<file path="src/rtl/modport_checker_pkg.sv">
// Shared AHB-Lite encodings, rule indices and burst-length helper for the checker.
package modport_checker_pkg;

    typedef enum logic [1:0] {
        HT_IDLE   = 2'b00,
        HT_BUSY   = 2'b01,
        HT_NONSEQ = 2'b10,
        HT_SEQ    = 2'b11
    } htrans_e;

    typedef enum logic [2:0] {
        HB_SINGLE = 3'b000,
        HB_INCR   = 3'b001,
        HB_WRAP4  = 3'b010,
        HB_INCR4  = 3'b011,
        HB_WRAP8  = 3'b100,
        HB_INCR8  = 3'b101,
        HB_WRAP16 = 3'b110,
        HB_INCR16 = 3'b111
    } hburst_e;

    localparam int NUM_RULES          = 8;
    localparam int ERR_INCR_ADDR      = 0;
    localparam int ERR_WRAP_ADDR      = 1;
    localparam int ERR_CTRL_BURST     = 2;
    localparam int ERR_CTRL_BUSY      = 3;
    localparam int ERR_FIRST_BUSY     = 4;
    localparam int ERR_LAST_BUSY      = 5;
    localparam int ERR_WAIT_CTRL      = 6;
    localparam int ERR_IDLE_AFTER_RST = 7;

    // Remaining beats after the first one; undefined-length INCR counts as 0.
    function automatic logic [3:0] beats_m1(input logic [2:0] hburst);
        case (hburst)
            HB_WRAP4,  HB_INCR4:  beats_m1 = 4'd3;
            HB_WRAP8,  HB_INCR8:  beats_m1 = 4'd7;
            HB_WRAP16, HB_INCR16: beats_m1 = 4'd15;
            default:              beats_m1 = 4'd0;
        endcase
    endfunction

endpackage

</file>
<file path="src/rtl/ahb_beat_counter.sv">
// Tracks remaining beats of a fixed-length burst so a trailing BUSY can be flagged.
module ahb_beat_counter
    import modport_checker_pkg::*;
(
    input  logic       clk,
    input  logic       rst,
    input  logic [1:0] htrans,
    input  logic [2:0] hburst,
    input  logic       hready,
    output logic [3:0] cnt
);

    logic [3:0] cnt_nxt;

    // Next count: later conditions override earlier ones.
    always_comb begin
        cnt_nxt = cnt;
        if (htrans == HT_IDLE || (htrans == HT_NONSEQ && hburst == HB_INCR))
            cnt_nxt = 4'd0;
        if (htrans == HT_NONSEQ && hburst != HB_INCR && hready)
            cnt_nxt = beats_m1(hburst);
        if (htrans == HT_SEQ && hready)
            cnt_nxt = (cnt == 4'd0) ? 4'd0 : cnt - 4'd1;
    end

    // Count register, cleared by reset.
    always_ff @(posedge clk) begin
        if (rst) cnt <= 4'd0;
        else     cnt <= cnt_nxt;
    end

endmodule

</file>
<file path="config.mk">
export PLATFORM = sky130hd
export DESIGN_NAME = ahb_beat_counter
export DESIGN_NICKNAME = d
export VERILOG_FILES = /design/src/rtl/modport_checker_pkg.sv /design/src/rtl/ahb_beat_counter.sv
export SDC_FILE = /design/constraint.sdc
export NUM_CORES = 1
export LEC_CHECK = 0
export CORE_AREA = 5 5 42 44
export DETAILED_ROUTE_END_ITERATION = 6
export DIE_AREA = 0 0 47 49
export PLACE_DENSITY = 0.46
export SETUP_SLACK_MARGIN = 0.3
export SYNTH_ARGS = -nofsm -noshare
export SYNTH_HDL_FRONTEND = slang
export SYNTH_SLANG_ARGS = --single-unit
</file>
<file path="constraint.sdc">
create_clock -name clk -period 1.5 [get_ports clk]
set_input_delay 0.45 -clock clk [delete_from_list [all_inputs] [get_ports clk]]
set_output_delay 0.45 -clock clk [all_outputs]
set_load 0.01 [all_outputs]
</file>
==> flow_results.xml <==
<?xml version="1.0" encoding="UTF-8"?>
<metrics>
  <group name="setup_path">
    <metric name="rrSetupSlack" unit="ns">0.35</metric>
    <metric name="critical_path.slowest_cell" unit="">or3_4</metric>
    <metric name="path_max_fanout" unit="">4</metric>
    <metric name="path_class" unit="">in -&gt; reg</metric>
    <metric name="r2r_end" unit="">cnt[1]</metric>
    <metric name="timing.critical_path.cells" unit="">buf_2 &gt; and2_4 &gt; or3_4 &gt; nor2_4 &gt; a211oi_2</metric>
    <metric name="slowest_delay" unit="ns">0.42</metric>
    <metric name="crit_end" unit="">cnt[1]</metric>
    <metric name="worstPathRequired" unit="ns">1.62</metric>
    <metric name="worst_r2r_startpoint" unit="">cnt[0]</metric>
    <metric name="timing.reg2reg.worst_path_depth" unit="">5</metric>
    <metric name="arrival" unit="ns">1.29</metric>
    <metric name="crit_path_start_kind" unit="">input port</metric>
    <metric name="worstSetupStartpoint" unit="">hready</metric>
    <metric name="setup_crit_end_kind" unit="">register</metric>
  </group>
  <group name="logic_synthesis">
    <metric name="async_flop_share" unit="%">0</metric>
    <metric name="post_synthesis_cell_count" unit="">37</metric>
    <metric name="netlist.top_cell.by_area" unit="">dfxtp_1</metric>
    <metric name="post_synth_num_cell_types" unit="">20</metric>
    <metric name="synth_top_flop_cell" unit="">dfxtp_1</metric>
    <metric name="synth_area_per_cell" unit="µm²">7.91</metric>
    <metric name="seq_area_frac_synth" unit="%">27.4</metric>
    <metric name="netlist_top_cells_count" unit="">8 x nor2_1, 5 x nor3_1, 4 x dfxtp_1</metric>
    <metric name="syn_nets" unit="">45</metric>
    <metric name="yosys-top-cells-area" unit="">dfxtp_1 27%, nor2_1 10%, nor3_1 8.5%</metric>
    <metric name="synth_enable_flop_cells" unit="">0</metric>
    <metric name="synth-seq-cells" unit="">4</metric>
    <metric name="yosysMostFrequentCell" unit="">nor2_1</metric>
    <metric name="post_synthesis_cell_area" unit="µm²">293</metric>
    <metric name="yosys_warnings" unit="">0</metric>
    <metric name="fraction_of_synthesized_cell_area_taken_by_the_top_area_cell_type" unit="%">27.4</metric>
  </group>
  <group name="drt">
    <metric name="postRouteWirelength" unit="µm">850</metric>
    <metric name="antenna_left" unit="">0</metric>
    <metric name="wl_per_cell" unit="µm">11.2</metric>
    <metric name="vias" unit="">354</metric>
    <metric name="drt_pass1_iterations" unit="">2</metric>
    <metric name="detailed_route_iter0_violations" unit="">2</metric>
    <metric name="drc_errors" unit="">0</metric>
    <metric name="vias_per_cell" unit="">4.66</metric>
  </group>
  <group name="global_routing">
    <metric name="overflow" unit="">0</metric>
    <metric name="grt_pass1_wl" unit="mm">1.46</metric>
    <metric name="track_usage" unit="%">8.73</metric>
    <metric name="grt_pass1_vias" unit="">346</metric>
    <metric name="grt_antenna_before_repair" unit="">0</metric>
    <metric name="maximum_number_of_pins_on_one_net_before_global_route_repair" unit="">7</metric>
  </group>
  <group name="clock_network">
    <metric name="tritoncts.num_buffers" unit="">3</metric>
    <metric name="cts_max_path_buffers" unit="">2</metric>
    <metric name="cts_num_sinks" unit="">4</metric>
    <metric name="clock_tree.root_cell" unit="">clkbuf_4</metric>
    <metric name="clock_latency" unit="ns">0.23</metric>
    <metric name="htreeDepth" unit="">1</metric>
    <metric name="cts.clk_slew.worst_paths" unit="ns">0.04</metric>
    <metric name="cts.hold.buffers_added" unit="">0</metric>
    <metric name="clock_tree_from_tritoncts" unit="">yes</metric>
  </group>
  <group name="die">
    <metric name="core" unit="mm²">0.00140</metric>
    <metric name="chipHeight" unit="µm">49</metric>
    <metric name="floorplan.initialDensity" unit="%">20.9</metric>
    <metric name="ios" unit="">12</metric>
    <metric name="rows" unit="">14</metric>
    <metric name="floorplan.die_area" unit="mm²">0.00230</metric>
    <metric name="dieWidth" unit="µm">47</metric>
  </group>
  <group name="sta">
    <metric name="layout_min_cycle_time" unit="ns">1.17</metric>
    <metric name="setup_viol_count_final" unit="">0</metric>
    <metric name="finalCritPeriodShare" unit="%">78.0</metric>
    <metric name="finalClockSkew" unit="ns">0.000798</metric>
    <metric name="timing.hold.ws" unit="ns">0.578</metric>
    <metric name="slew_headroom" unit="%">82.2</metric>
    <metric name="finalMaxSlewViolations" unit="">0</metric>
    <metric name="fmax" unit="MHz">855</metric>
    <metric name="rsz0062_at_grt" unit="">true</metric>
    <metric name="tightestPinTransition" unit="ns">0.266</metric>
    <metric name="final_hold_viol_count" unit="">0</metric>
  </group>
  <group name="cells_and_area">
    <metric name="largest_register" unit="">cnt</metric>
    <metric name="largest_register_ffs" unit="">4</metric>
    <metric name="post_route_cells_drive_above_1_share" unit="%">56.7</metric>
    <metric name="flow.area_growth_from_synthesis" unit="%">79.1</metric>
    <metric name="largestRegisters" unit="">cnt (4)</metric>
    <metric name="insertedDiodeCount" unit="">0</metric>
    <metric name="final_nets" unit="">70</metric>
  </group>
  <group name="placed_design">
    <metric name="weighted_congestion_at_the_end_of_routability_driven_global_placement" unit="">0.725</metric>
    <metric name="hpwlAfterDp" unit="µm">642</metric>
    <metric name="port-buffer-count" unit="">11</metric>
  </group>
  <group name="flow_run">
    <metric name="timing.max_cap.violations" unit="">0</metric>
  </group>
  <group name="worst_hold_path">
    <metric name="hold_path_class" unit="">in -&gt; reg</metric>
  </group>
  <group name="power">
    <metric name="total_leakage_power" unit="nW">0.227</metric>
    <metric name="p_per_area" unit="mW/mm²">707</metric>
    <metric name="finalPower" unit="mW">0.371</metric>
    <metric name="vdd_ir_drop_max" unit="V">0.000380</metric>
  </group>
  <group name="run_status">
    <metric name="status" unit="">complete, no violations</metric>
  </group>
</metrics>
routing by layer:
metal	track usage [%]	vias up	part of all wire (%)
li1	-	183	-
met1	10.5	161	44
met2	12.2	8	48
met3	2.58	2	7.1
met4	6.91	0	0.71
met5	0	-	0
worst min path at each step:
stage | from | end | slack, ns | cells after the start
6_report | hburst[1] | cnt[3] | 0.58 | 4
5_1_grt | hburst[1] | cnt[3] | 0.59 | 4
4_1_cts | hburst[1] | cnt[3] | 0.57 | 4
3_5_place_dp | cnt[2] | cnt[2] | 0.61 | 3
3_3_place_gp | cnt[2] | cnt[2] | 0.61 | 3
2_1_floorplan | rst | cnt[2] | 0.52 | 1
critical path: cells and delay by family:
kind                   cells  cell delay, ns
and+or+nand+nor            3            0.69
buffers and inverters      1            0.12
AOI/OAI and AO/OA          1            0.04
placed cells by master (no fill, tap or decap):
master / synthesis / final
nor2b_1: 1 / 1
nor3_1: 5 / 3
clkdlybuf4s50_1: 0 / 1
a22oi_1: 1 / 1
nand2b_1: 3 / 3
nor2_1: 8 / 5
nor2_2: 0 / 1
buf_2: 0 / 8
a21o_1: 1 / 1
o21ai_1: 1 / 1
inv_1: 1 / 1
buf_6: 0 / 1
buf_8: 0 / 1
nor4b_4: 1 / 1
dfxtp_1: 4 / 4
nor2_4: 0 / 2
o21ai_0: 1 / 1
clkbuf_4: 0 / 3
a21oi_1: 1 / 1
nand2_1: 1 / 1
a221oi_2: 1 / 1
a211oi_2: 0 / 1
nand3_2: 1 / 1
o32ai_2: 0 / 1
nor3_2: 0 / 2
o32ai_1: 2 / 1
buf_4: 0 / 9
or3_4: 0 / 1
and3_1: 1 / 1
and2_4: 1 / 1
cell type report:
cell class	instances	area, µm²
clock buffers	3	22.5
repair buffers	20	144
fillers	159	877
multi-input cells	32	254
well taps	16	20.0
flip-flops and latches	4	80.1
inverters	1	3.75
power breakdown:
| group | internal (mW) | total, mW | switching, mW |
|---|---|---|---|
| Combinational | 0.0644 | 0.122 | 0.0578 |
| Sequential | 0.113 | 0.115 | 0.00241 |
| Clock | 0.0895 | 0.134 | 0.0441 |
| Total | 0.266 | 0.371 | 0.104 |
logic make-up (layout without fill, tap and decap cells):
logic type,Yosys count,count (layout),share of synthesized area [%]
buffers and inverters,1,24,1.28
flip-flops,4,4,27.4
AND/OR/NAND/NOR,23,23,47.4
AO/OA/AOI/OAI,9,9,23.9
per-stage QoR:
stage	instance area (µm²)	std cells	TNS, ns	util (%)	setup slack, ns
after detailed placement	490	73	-1.22	35.0	-0.324
after CTS	494	76	0	35.3	0.295
final	524	76	0	37.4	0.330
after global routing	524	76	0	37.4	0.276
after global placement	490	73	-1.32	35.0	-0.357
after floorplan	293	37	0	-	0.277
what timing repair did:
item,in CTS,in global routing
setup endpoints to repair,8,4
buffers inserted,0,0
resized for setup,42,13
pin swaps,6,6
cloned,0,0
Power figures use the tool's default switching activity.
